<file path="config.mk">
export PLATFORM = sky130hd
export DESIGN_NAME = control_barrido_display
export DESIGN_NICKNAME = d
export VERILOG_FILES = /design/src/rtl/control_barrido_display.sv
export SDC_FILE = /design/constraint.sdc
export NUM_CORES = 1
export LEC_CHECK = 0
export BUFFER_PORTS_ARGS = -buffer_cell sky130_fd_sc_hd__buf_2
export CORE_MARGIN = 2
export CORE_UTILIZATION = 57
export CTS_CLUSTER_DIAMETER = 30
export DETAILED_ROUTE_END_ITERATION = 10
export PLACE_DENSITY = 0.83
export SYNTH_ARGS = -nofsm -noshare
export SYNTH_HDL_FRONTEND = slang
export SYNTH_SLANG_ARGS = --single-unit
</file>
<file path="constraint.sdc">
create_clock -name clk -period 3.1 [get_ports clk]
set_input_delay 0.62 -clock clk [delete_from_list [all_inputs] [get_ports clk]]
set_output_delay 0.62 -clock clk [all_outputs]
set_load 0.005 [all_outputs]
</file>
<file path="src/rtl/control_barrido_display.sv">
// Scan scheduler for a multiplexed 7-segment display: double-buffered BCD magnitude plus sign,
// six time slots (five digits and a minus sign) with an all-off dead time at the start of each slot.
module control_barrido_display #(
    parameter int CLK_HZ         = 100_000_000,
    parameter int TICK_HZ        = 10_000,
    parameter int CICLOS_APAGADO = 100,
    parameter int SUPRIMIR_CEROS = 1
) (
    input  logic        clk,
    input  logic        rst_n,
    input  logic [19:0] dato_bcd,
    input  logic        signo,
    input  logic        dato_valido,
    output logic        dato_listo,
    output logic [7:0]  anodo,
    output logic [3:0]  digito_bcd,
    output logic [2:0]  indice,
    output logic        fin_trama
);

    localparam int DIV = CLK_HZ / TICK_HZ;
    localparam int PW  = (DIV > 1) ? $clog2(DIV) : 1;

    localparam logic [PW-1:0] PRESC_MAX = PW'(DIV - 1);
    localparam logic [PW-1:0] APAG_FIN  = PW'(CICLOS_APAGADO);

    localparam logic [1:0] ESPERA    = 2'd0;
    localparam logic [1:0] APAGADO   = 2'd1;
    localparam logic [1:0] ENCENDIDO = 2'd2;

    logic [1:0]    estado_q, estado_d;
    logic [PW-1:0] presc_q, presc_d;
    logic [2:0]    indice_q, indice_d;
    logic [20:0]   activo_q, activo_d;
    logic [20:0]   pendiente_q, pendiente_d;
    logic          lleno_q, lleno_d;
    logic [7:0]    anodo_q, anodo_d;
    logic [3:0]    digito_q, digito_d;
    logic          fin_trama_q, fin_trama_d;

    logic          aceptar;
    logic          fin_slot;
    logic [19:0]   mag;
    logic [7:0]    blanco;

    // The dead time and the lit time of a slot are both positions of the same prescaler.
    function automatic logic [1:0] fase(input logic [PW-1:0] p);
        return (p < APAG_FIN) ? APAGADO : ENCENDIDO;
    endfunction

    assign aceptar  = dato_valido && !lleno_q;
    assign fin_slot = (presc_q == PRESC_MAX);

    always_comb begin
        // NOTE: every variable gets a default first so no path leaves it unassigned (no latch).
        estado_d    = estado_q;
        presc_d     = presc_q;
        indice_d    = indice_q;
        activo_d    = activo_q;
        pendiente_d = pendiente_q;
        lleno_d     = lleno_q;
        fin_trama_d = 1'b0;

        if (aceptar) begin
            pendiente_d = {signo, dato_bcd};
            lleno_d     = 1'b1;
        end

        if (estado_q == ESPERA) begin
            if (lleno_q) begin
                activo_d = pendiente_q;
                lleno_d  = 1'b0;
                presc_d  = '0;
                indice_d = 3'd0;
                estado_d = fase('0);
            end
        end else begin
            if (fin_slot) begin
                presc_d = '0;
                if (indice_q == 3'd5) begin
                    indice_d    = 3'd0;
                    fin_trama_d = 1'b1;
                    // New data only swaps in between frames so a frame is never mixed.
                    if (lleno_q) begin
                        activo_d = pendiente_q;
                        lleno_d  = 1'b0;
                    end
                end else begin
                    indice_d = indice_q + 3'd1;
                end
            end else begin
                presc_d = presc_q + 1'b1;
            end
            estado_d = fase(presc_d);
        end
    end

    // Outputs are decoded from the next state so they change on the same edge as indice.
    always_comb begin
        mag      = activo_d[19:0];
        anodo_d  = 8'hFF;
        digito_d = 4'hF;
        for (int i = 0; i < 8; i++) begin
            blanco[i] = (SUPRIMIR_CEROS != 0) && (i >= 1) && (i <= 4) &&
                        ((mag >> (4 * i)) == 20'd0);
        end

        if (estado_d == ENCENDIDO) begin
            if (indice_d <= 3'd4) begin
                if (!blanco[indice_d]) begin
                    anodo_d  = ~(8'b1 << indice_d);
                    digito_d = 4'(mag >> {indice_d, 2'b00});
                end
            end else if (activo_d[20] && (mag != 20'd0)) begin
                anodo_d  = 8'hDF;
                digito_d = 4'hA;
            end
        end
    end

    always_ff @(posedge clk or negedge rst_n) begin
        if (!rst_n) begin
            estado_q    <= ESPERA;
            presc_q     <= '0;
            indice_q    <= 3'd0;
            activo_q    <= '0;
            pendiente_q <= '0;
            lleno_q     <= 1'b0;
            anodo_q     <= 8'hFF;
            digito_q    <= 4'hF;
            fin_trama_q <= 1'b0;
        end else begin
            // NOTE: non-blocking so every flop samples the pre-edge values of the others.
            estado_q    <= estado_d;
            presc_q     <= presc_d;
            indice_q    <= indice_d;
            activo_q    <= activo_d;
            pendiente_q <= pendiente_d;
            lleno_q     <= lleno_d;
            anodo_q     <= anodo_d;
            digito_q    <= digito_d;
            fin_trama_q <= fin_trama_d;
        end
    end

    assign dato_listo = !lleno_q;
    assign anodo      = anodo_q;
    assign digito_bcd = digito_q;
    assign indice     = indice_q;
    assign fin_trama  = fin_trama_q;

endmodule

</file>
# Word level (Yosys, flattened, before mapping)
# Index checks and enable logic that the tools add are counted.
[op_classes]
n_addsub = 2
n_lt_le_gt_ge = 3
eq_ne = 4
shift = 2
muxes = 33
n_bitwise = 1
reduce_logical = 9
[ops]
columns = ["cell", "count"]
rows = [
  ["$mux W21", 4],
  ["$logic_not A20 Y1", 4],
  ["$mux W14", 4],
  ["$mux W8", 3],
  ["$reduce_bool A20 Y1", 1],
  ["$shr A20 B5 Y4", 1],
  ["$mux W3", 5],
  ["$add A14 B1 Y14 const B", 1],
  ["$eq A14 B14 Y1 const B", 1],
  ["$lt A14 B7 Y1 const B", 1],
  ["$mux W4", 3],
  ["$mux W1", 9],
  ["$not A8 Y8", 1],
  ["$shl A1 B3 Y8 const A", 1],
  ["$mux W2", 3],
  ["$mux W6", 1],
  ["$lt A3 B4 Y1 const B", 1],
  ["$add A3 B1 Y3 const B", 1],
  ["$bmux W1 S3", 1],
  ["$eq A3 B3 Y1 const B", 1],
  ["$le A3 B3 Y1 const B", 1],
  ["$eq A2 B2 Y1 const B", 1],
  ["$logic_and A1 B1 Y1", 2],
  ["$logic_not A2 Y1", 1],
  ["2 further kinds", 2],
]
[totals]
reg_bits = 75
output_inout_bits = 17
elab_cells = 63

# Depth between registers and ports, before layout
# Gate-level depths: netlist (run 1).
[logic_depth]
word_depth = 10
ltp_mapped = 11

# Worst setup path after synthesis (run 1)
# Ideal clock, no wire load.
[synth_path]
path_kind = "flip-flop to flip-flop"
start = "register presc_q[0]"
end = "register digito_q[1] (netlist: digito_bcd[1])"
t_arrival_ns = 2.621
t_required_ns = 3.010
path_slack_ns = 0.388
stages_incl_launch_ff = 11
path_buffers = 2
cell_sequence = "dfrtp_1 ha_1 and3_1 buf_2 nand4_1 o21ai_2 buf_4 mux2_2 mux2_2 o221ai_1 nand3_1"
[synth_via]
word_cells_on_any_way = 23
classes_between = "1 x add/sub; 2 x order compare; 2 x eq/ne; 1 x shift; 13 x mux; 4 x reduce/logical"
[synth_lines]
columns = ["item", "line_no", "source"]
rows = [
  ["from (decl)", "32", "logic [PW-1:0] presc_q, presc_d;"],
  ["from (signal assigned)", "135", "presc_q <= presc_d;"],
  ["$eq A14 B14 Y1", "52", "assign fin_slot = (presc_q == PRESC_MAX);"],
  ["$mux W21", "78", "if (fin_slot) begin"],
  ["$mux W21", "69", "if (estado_q == ESPERA) begin"],
  ["named net activo_d[1]", "34", "logic [20:0] activo_q, activo_d;"],
  ["$shr A20 B5 Y4", "112", "digito_d = 4'(mag >> {indice_d, 2'b00});"],
  ["$mux W4", "110", "if (!blanco[indice_d]) begin"],
  ["$mux W4", "109", "if (indice_d <= 3'd4) begin"],
  ["$mux W4", "108", "if (estado_d == ENCENDIDO) begin"],
  ["named net digito_d[1]", "38", "logic [3:0] digito_q, digito_d;"],
  ["to (signal assigned)", "141", "digito_q <= digito_d;"],
  ["to (decl)", "38", ""],
]
# The timed path passes the listed nets, and every way through them passes these cells. The select of a mux whose other input is x is not followed.
# A chain may end at the register's enable or synchronous reset.

# Worst setup path after layout (run 1)
[layout_path]
start = "register presc_q[1]"
end = "register digito_q[2] (netlist: digito_bcd[2])"
[layout_via]
word_cells_on_any_way = 26
classes_between = "1 x add/sub; 2 x order compare; 2 x eq/ne; 1 x shift; 14 x mux; 6 x reduce/logical"
[layout_lines]
columns = ["item", "line_no", "source"]
rows = [
  ["$eq A14 B14 Y1 *", "52", ""],
  ["$mux W3 *", "78", ""],
  ["$mux W3 *", "69", ""],
  ["named net indice_d[1]", "33", "logic [2:0] indice_q, indice_d;"],
  ["branches (longest 3 deep; another with $shr A20 B5 Y4)", "n/a", ""],
  ["$mux W4 *", "109", ""],
  ["$mux W4 *", "108", ""],
  ["named net digito_d[2]", "38", ""],
]
# Mark *: on every way through the listed nets, which the timed path passes. The select of a mux whose other input is x is not followed.

==> flow_summary.ini, run 1 <==
[outcome]
outcome = complete, no violations

[timing]
clock.fmax_mhz = 346
skew_ns = 0.0138
fin_ws_ns = 0.214
timing.final.crit_share_pct = 93.1
worstMarginPinSlew_ns = 0.745
fin_tns_setup_ns = 0
finalHoldViolations = 0
grt_setup_unrepaired = false
max-slew-margin-rel_pct = 50.3
maxSlewViolCount = 0
period_needed_ns = 2.89
setup_viol = 0

[cts]
cts-hold-fix-buffers = 0
cts-buffers-inserted = 9
htree_levels = 3
clk_latency_ns = 0.35
max-clock-path-buffers = 2
path_clk_slew_ns = 0.09
cts.sinks = 75
cts_root_buf = clkbuf_8
cts_tree = built

[global_routing]
antenna_found_initial = 0
grt_pass1_vias = 2918
grt_use_total_pct = 24.3
overflow = 0
grt_max_degree = 44
grt_pass1_wl_um = 13900

[logic_synthesis]
synth_common_cells = dfrtp_1, mux2_2, o21ai_0
yosys.area_share.simple_pct = 17.8
synth_fa_ha_area_share_pct = 0.337
ys_seq_area_share_pct = 51.0
synth_top_area_cell = dfrtp_1
synth_most_common_cell = dfrtp_1
synthMuxAreaShare_pct = 14.7
syn_inst = 343
yosysTopAreaCellShare_pct = 42.5
ys.flop_type = dfrtp_1
synth_xor_area_share_pct = 0.709
synth.area.top_cells = dfrtp_1, mux2_2, dfstp_2, o21ai_0, nand3_1
synth_compound_area_share_pct = 12.3
synth-async-reset-ratio_pct = 100
synth_top_family_by_area = simple AND/OR/NAND/NOR gates
synth_area_per_cell_um2 = 10.8
synth_edf_count = 0
yosysWarnings = 0
ys_types = 55
netlist_area_um2 = 3710
ys_seq_elements = 75

[critical_path]
cp_num_buf_inv = 1
crit_chain = ha_2 > nand4b_1 > nor4_4 > nand3_2 > o31a_1 > inv_2 > mux2_2 > a221oi_1 > nand3_1
critPathArrivalTime_ns = 3.15
cp_slowest_cell = dfrtp_2
cp_top_family = simple AND/OR/NAND/NOR gates
required_ns = 3.36
cp-end-kind = register
critPathKind = register to register
crit_path_start_kind = register
max_stage_delay_ns = 0.44
worst-path-max-fanout = 8

[placed_design]
io_buffers = 40
place.gp.congestion = 0.920
preCtsSetupSlack_ns = 0.185
detailed_place_hpwl_um = 5800

[final_layout]
fill_cells = 494
fin_util_pct = 67.0
final_nets = 412
register_area_um2 = 1890
drive_gt1_share_pct = 33.2
n_antenna_cell = 0
area_delta_synth_final_pct = 14.1
multiInputGateArea_um2 = 1710

[routing]
drc = 0
first_iter_violations = 295
antenna_left = 0
num_vias = 2917
routed_wl_um = 8100
avgRoutedWirePerCell_um = 17.3
dr.pass1.iters = 5
viasPerCell = 6.22

[die]
start_util_pct = 58.7
die_x_um = 84.6
die_h_um = 84.6
io_pins = 41
dieArea_um2 = 7160
row_count = 29
core_um2 = 6310

[hold_path]
hold_path.class = input pin to async pin

[power_and_ir_drop]
ir_drop_v = 0.000522
leakage_nw = 1.79
power.density_nw_per_um2 = 809

[flow_run]
maxCapViolCount = 0
-- where the power goes --
part / switching, W / total [W] / internal [W]
Sequential: 0.000292 / 0.00161 / 0.00132
Clock: 0.000373 / 0.000830 / 0.000456
Combinational: 0.000459 / 0.000985 / 0.000527
Total: 0.00112 / 0.00342 / 0.00230
-- logic make-up after synthesis --
group,Yosys count
AND/OR/NAND/NOR,122
flip-flops,75
AO/OA/AOI/OAI,70
multiplexers,48
buffers and inverters,23
XOR/XNOR,3
adder cells (fa/ha/maj),1
other,1
-- state kept, by name, summed over array words and instances (netlist names) --
signal,count
estado_q,2
anodo,8
presc_q,14
pendiente_q,21
digito_bcd,4
fin_trama,1
lleno_q,1
indice,3
activo_q,21
-- cell type report --
type | count | share of cell area (%)
clock buffers | 10 | 3.02
clock inverters | 6 | 2.13
inverters | 7 | 0.621
multi-input cells | 246 | 40.4
flip-flops and latches | 75 | 44.8
well taps | 77 | 2.28
repair buffers | 48 | 6.74
-- cells in the final DEF, fill, tap and decap left out, drive strengths merged, types with 3 or more instances in the layout --
cell type | netlist | layout
nand2b | 5 | 5
and3 | 3 | 3
nand2 | 20 | 20
buf | 9 | 48
dfrtp | 63 | 63
a21o | 6 | 6
nand4 | 8 | 8
and2 | 10 | 10
nor3 | 6 | 6
nor4 | 10 | 10
inv | 6 | 7
mux2 | 45 | 45
clkinv | 1 | 3
dfstp | 12 | 12
o21ai | 29 | 29
or4 | 3 | 3
clkbuf | 7 | 10
o31ai | 6 | 6
o21a | 4 | 4
a21oi | 6 | 6
nand3 | 23 | 23
nor2 | 24 | 24
and4 | 3 | 3
a211oi | 3 | 3
nor2b | 3 | 3
mux2i | 3 | 3
-- metal layers --
layer	wire length (µm)	vias up	GRT usage (%)
li1	-	1349	-
met1	3340	1432	30.4
met2	4090	110	41.2
met3	462	26	5.01
met4	203	0	10.2
met5	0	-	0
-- worst paths after layout --
path | start | slack [ns] | to | cells after the start
max | presc_q[1] | 0.21 | digito_bcd[2] | 9
min | rst_n | 0.32 | presc_q[6] | 1
max reg2reg | presc_q[1] | 0.21 | digito_bcd[2] | 9
min reg2reg | pendiente_q[13] | 0.50 | activo_q[13] | 1
max in group asynchronous | rst_n | 2.05 | digito_bcd[2] | 2
min in group clk | dato_bcd[3] | 0.49 | pendiente_q[3] | 2
-- through the flow --
step | power (W) | instance area (µm²) | instances | hold WS, ns
2_1_floorplan | 0.00229 | 3710 | 344 | 0.324
3_3_place_gp | 0.00253 | 4010 | 453 | 0.478
3_5_place_dp | 0.00259 | 4010 | 453 | 0.492
4_1_cts | 0.00342 | 4230 | 469 | 0.337
5_1_grt | 0.00363 | 4230 | 469 | 0.370
6_report | 0.00342 | 4230 | 469 | 0.319
-- repair_timing --
item / CTS / global route
buffers inserted: 0 / 0
gates resized for setup: 0 / 3
setup endpoints to repair: 0 / 3
Power figures use the tool's default switching activity.
==> run 2, diff against run 1 <==
- CELL_PAD_IN_SITES_DETAIL_PLACEMENT: unset -> 2
- CELL_PAD_IN_SITES_GLOBAL_PLACEMENT: unset -> 2
- CORE_UTILIZATION: 57 -> 38
- PLACE_DENSITY: 0.83 -> 0.84
==> run 2 against run 1 <==
Sequential share of layout area down 0.38 points. Setup slack worse by 0.088 ns. Combinational power is 4% higher. First-iteration DRC count fell by 80%. Critical path depth shrank 1. Sequential power is essentially flat. Sequential cell count unchanged. Hold slack improved by 0.078 ns. Routed wire length grew 30%. Register-to-register slack worse by 0.09 ns. Largest power group unchanged.
==> flow_summary.ini, run 2 (synthesis gave the netlist of run 1 again) <==
[outcome]
outcome = complete, no violations

[final_layout]
area_delta_synth_final_pct = 15.0
n_antenna_cell = 0
fill_cells = 1078
final_common_cell = dfrtp_1
layout_common_cells = dfrtp_1, mux2_2, buf_2
instances_no_fill = 525
top_regs = activo_q (21), pendiente_q (21), presc_q (14)
drive_gt1_share_pct = 32.9
fin_area_um2 = 4260
final_nets = 412

[placed_design]
dp.cells = 509
io_buffers = 40
detailed_place_hpwl_um = 7750
place_area_um2 = 4070
place.gp.congestion = 0.843

[timing]
fin_tns_setup_ns = 0
worst_hold_slack_ns = 0.397
grt_setup_unrepaired = false
timing.final.crit_share_pct = 96.0
clock.fmax_mhz = 336
setup_viol = 0
finalHoldViolations = 0
max-slew-margin-rel_pct = 34.8
worstMarginPinSlew_ns = 0.978
maxSlewViolCount = 0
skew_ns = 0.0102
period_needed_ns = 2.97

[power_and_ir_drop]
swShare_pct = 35.5
ir_drop_v = 0.000355
leakage_nw = 1.78
intPower_w = 0.00221
power_switching_w = 0.00122
clock_power_share_pct = 22.4
seqPwrFrac_pct = 47.9
p_total_w = 0.00343
combinationalPowerShare_pct = 29.7
power.density_nw_per_um2 = 804

[critical_path]
crit_chain = or4_4 > nor4_4 > nand3_2 > o31a_1 > inv_2 > mux2_2 > a221oi_1 > nand3_1
reg2reg_slack_ns = 0.13
crit_path_start_kind = register
critPathKind = register to register
cp-end-kind = register
cp_slowest_cell = or4_4
worst-path-max-fanout = 10
required_ns = 3.37
critPathArrivalTime_ns = 3.24
max_stage_delay_ns = 0.61

[routing]
drc = 0
routed_wl_um = 10600
antenna_left = 0
first_iter_violations = 58
dr.pass1.iters = 4
avgRoutedWirePerCell_um = 20.1
viasPerCell = 5.56
num_vias = 2918

[die]
die_x_um = 103
start_util_pct = 38.5
die_h_um = 103
io_pins = 41
dieArea_um2 = 10600
row_count = 36
core_um2 = 9640

[global_routing]
grt_max_degree = 76
overflow = 0
grt_use_total_pct = 21.7
grt_pass1_vias = 3280
grt_pass1_wl_um = 17300
antenna_found_initial = 0

[cts]
cts.sinks = 75
cts_tree = built
cts_root_buf = clkbuf_8
max-clock-path-buffers = 2
postCtsSetupBuffers = 0
clk_latency_ns = 0.36
path_clk_slew_ns = 0.08
htree_levels = 3
cts-buffers-inserted = 9
cts-hold-fix-buffers = 0

[flow_run]
maxCapViolCount = 0

[hold_path]
hold_path.class = input pin to async pin
==> run 2: cell types whose count changed in the layout (fill, tap and decap cells not counted) <==
cell,previous run,this run
buf_12,2,1
buf_2,40,39
buf_4,6,8
bufinv_16,2,1
clkinv_2,1,2
dfrtp_1,61,62
dfrtp_2,2,1
==> run 2: worst paths after layout <==
check / from / end / cells past startpoint
setup reg to reg: presc_q[5] / digito_bcd[0] / 8
min in group clk: dato_bcd[10] / pendiente_q[10] / 2
hold / removal: rst_n / presc_q[6] / 1
hold reg to reg: pendiente_q[15] / activo_q[15] / 1
setup / recovery: presc_q[5] / digito_bcd[0] / 8
max in group asynchronous: rst_n / indice[0] / 1
==> run 2: routing by layer <==
| layer | part of all wire, % | up-vias | global-route usage [%] | routed length (µm) |
|---|---|---|---|---|
| li1 | - | 1347 | - | - |
| met5 | 0 | - | 0 | 0 |
| met3 | 1.8 | 10 | 3.59 | 187 |
| met1 | 41 | 1529 | 25.0 | 4330 |
| met4 | 1.2 | 0 | 6.28 | 127 |
| met2 | 56 | 32 | 41.3 | 5920 |
==> run 2: timing repair <==
item                       in CTS  in global routing
resized for setup               0                  2
setup endpoints to repair       0                  4
hold endpoints to repair        0                  0
==> run 2: area by class of cell <==
type / count / area [µm²] / area share (%)
flip-flops and latches: 75 / 1890 / 44.4
multi-input cells: 246 / 1710 / 40.1
clock inverters: 6 / 65.1 / 1.53
clock buffers: 10 / 128 / 2.99
repair buffers: 48 / 275 / 6.46
inverters: 7 / 26.3 / 0.616
well taps: 133 / 166 / 3.90
==> run 2: worst max-delay path: cells and delay by family (launching register included) <==
family          cells  cell delay (ns)
flops               1             0.49
compound gates      2             0.64
simple gates        4             1.24
mux                 1             0.36
buf+inv             1             0.17
==> run 2: stage by stage <==
step / setup slack [ns] / utilization (%)
floorplan: 0.388 / -
global placement: 0.333 / 42.2
finish: 0.125 / 44.2
global route: 0.00104 / 44.2
detailed placement: 0.108 / 42.2
CTS: 0.0315 / 44.2
==> run 2: power groups by stage <==
stage	Sequential (W)	Combinational, W	Clock, W
floorplan	0.00149	0.000802	0
global placement	0.00161	0.000948	0
detailed placement	0.00165	0.00102	0
CTS	0.00164	0.00103	0.000788
global route	0.00170	0.00113	0.000823
finish	0.00164	0.00102	0.000767
==> run 3, diff against run 2 <==
- ABC_AREA: unset -> 1
- CORE_UTILIZATION: 38 -> 36
- PLACE_DENSITY: 0.84 -> 0.85
==> run 3 against run 2 <==
The flow now finishes with violations (design-rule violations). Global-route usage up 0.73 points. Synthesized area up 16%. Non-clock buffer count down 4. Register-to-register slack better by 0.41 ns. Sequential cell count unchanged. Fmax up 16%. Clock skew down 0.0036 ns. First-iteration DRC count up 60%.
==> flow_summary.ini, run 3 <==
[logic_synthesis]
synth_compound_area_share_pct = 7.26
ys_types = 40
synth_edf_count = 0
yosysTopAreaCellShare_pct = 36.7
netlist_area_um2 = 4290
synth_top_family_by_area = simple AND/OR/NAND/NOR gates
ys_seq_elements = 75
synth_top_area_cell = dfrtp_1
ys.flop_type = dfrtp_1
synth_common_cells = nand2_1, dfrtp_1, nand3_1
syn_inst = 527
synth_xor_area_share_pct = 1.43
yosys.area_share.simple_pct = 35.0
synthMuxAreaShare_pct = 5.51
synth.area.top_cells = dfrtp_1, nand2_1, dfstp_2, mux2_2, nand3_1
synth_most_common_cell = nand2_1
synth-async-reset-ratio_pct = 100
synth_fa_ha_area_share_pct = 0.292
synth_area_per_cell_um2 = 8.14
ys_seq_area_share_pct = 44.1
yosysWarnings = 0

[global_routing]
grt_use_total_pct = 22.5
grt_pass1_wl_um = 22500
grt_max_degree = 76
overflow = 0
antenna_found_initial = 0
grt_pass1_vias = 4345

[final_layout]
final_common_cell = nand2_1
final_nets = 592
n_antenna_cell = 0
fin_util_pct = 42.8
layout_common_cells = nand2_1, dfrtp_1, buf_2
area_delta_synth_final_pct = 15.0
drive_gt1_share_pct = 27.8
top_regs = activo_q (21), pendiente_q (21), presc_q (14)

[timing]
period_needed_ns = 2.57
timing.final.crit_share_pct = 82.9
max-slew-margin-rel_pct = 32.9
grt_setup_unrepaired = false
skew_ns = 0.00662
clock.fmax_mhz = 389
setup_viol = 0
worstMarginPinSlew_ns = 1.01
finalHoldViolations = 0
fin_tns_setup_ns = 0
maxSlewViolCount = 0

[routing]
viasPerCell = 5.26
routed_wl_um = 13200
first_iter_violations = 93
avgRoutedWirePerCell_um = 18.5
antenna_left = 0
num_vias = 3760
dr.pass1.iters = 8
drc = 1

[placed_design]
place.gp.congestion = 0.840
io_buffers = 40
detailed_place_hpwl_um = 9430

[cts]
postCtsSetupBuffers = 0
cts-buffers-inserted = 9
cts_tree = built
clk_latency_ns = 0.35
cts-hold-fix-buffers = 0
cts.sinks = 75
post_cts_resized = 0
max-clock-path-buffers = 2
htree_levels = 3
path_clk_slew_ns = 0.06
cts_root_buf = clkbuf_16

[critical_path]
crit_path_start_kind = register
required_ns = 3.36
worst-path-stages = 14
reg2reg_slack_ns = 0.53
max_stage_delay_ns = 0.40
crit_chain = ha_1 > nand2_1 > nor2_4 > nand3_4 > nor2_8 > nand2_2 > o21ai_2 > nand2_2 > o21ai_4 > nor2_2 > nand2_1 > nand4_1 > a21oi_1 > nand3_2
reg2reg_depth = 14
r2r_end = digito_bcd[3]
cp_slowest_cell = dfrtp_1
worst-path-max-fanout = 18
critPathCapture = digito_bcd[3]
critPathArrivalTime_ns = 2.83
critPathKind = register to register
worstReg2RegStart = presc_q[0]
cp_top_family = simple AND/OR/NAND/NOR gates
critPathLaunch = presc_q[0]
cp_num_buf_inv = 0
cp-end-kind = register

[die]
dieArea_um2 = 12800
row_count = 39
die_x_um = 113
start_util_pct = 37.3
core_um2 = 11500
die_h_um = 113
io_pins = 41

[power_and_ir_drop]
power.density_nw_per_um2 = 930
leakage_nw = 2.33
ir_drop_v = 0.000390

[outcome]
outcome = finished with violations
violations = design-rule violations

[hold_path]
hold_path.class = input pin to async pin

[flow_run]
maxCapViolCount = 0
run 3: cells by family after synthesis:
group	count (synthesis)
other	1
XOR/XNOR	7
adder cells (fa/ha/maj)	1
buffers and inverters	60
AND/OR/NAND/NOR	313
AO/OA/AOI/OAI	49
multiplexers	21
flip-flops	75
run 3: metal layers:
layer	share of wire (%)	GRT usage (%)
met1	42	26.0
met2	54	41.6
met3	2.1	3.16
met4	2.5	8.86
met5	0	0
run 3: worst min-delay path by stage:
| stage | startpoint | slack, ns | endpoint |
|---|---|---|---|
| finish | rst_n | 0.44 | pendiente_q[1] |
| global route | dato_bcd[18] | 0.51 | pendiente_q[18] |
| CTS | rst_n | 0.49 | pendiente_q[1] |
| detailed placement | pendiente_q[7] | 0.50 | pendiente_q[7] |
| global placement | presc_q[0] | 0.48 | presc_q[0] |
| floorplan | rst_n | 0.32 | activo_q[0] |
run 3: area by class of cell:
| class | count | area (µm²) |
|---|---|---|
| well taps | 143 | 179 |
| flip-flops and latches | 75 | 1890 |
| clock buffers | 12 | 256 |
| fillers | 1313 | 6580 |
| repair buffers | 44 | 233 |
| multi-input cells | 393 | 2130 |
| inverters | 44 | 170 |
| clock inverters | 4 | 72.6 |
run 3: metrics by stage:
stage	instances	cell area, µm²	total power, W	hold slack, ns	setup WS (ns)
global placement	699	4600	0.00328	0.484	0.706
CTS	715	4930	0.00464	0.493	0.534
floorplan	528	4290	0.00284	0.324	1.17
finish	715	4930	0.00459	0.438	0.532
global route	715	4930	0.00493	0.507	0.336
detailed placement	699	4600	0.00342	0.499	0.544
run 3: where the power goes:
group	switching [W]	internal (W)	total [W]	leakage (nW)
clock	0.000432	0.000748	0.00118	0.159
combinational	0.00121	0.000636	0.00185	1.25
sequential	0.000230	0.00133	0.00156	0.922
total	0.00187	0.00272	0.00459	2.33
run 3: worst register-to-register path, stage by stage (launching register included):
cell     delay (ns)
dfrtp_1        0.40
ha_1           0.25
nand2_1        0.13
nor2_4         0.15
nand3_4        0.10
nor2_8         0.30
nand2_2        0.08
o21ai_2        0.07
nand2_2        0.08
o21ai_4        0.21
nor2_2         0.13
nand2_1        0.10
nand4_1        0.14
a21oi_1        0.22
nand3_2        0.10
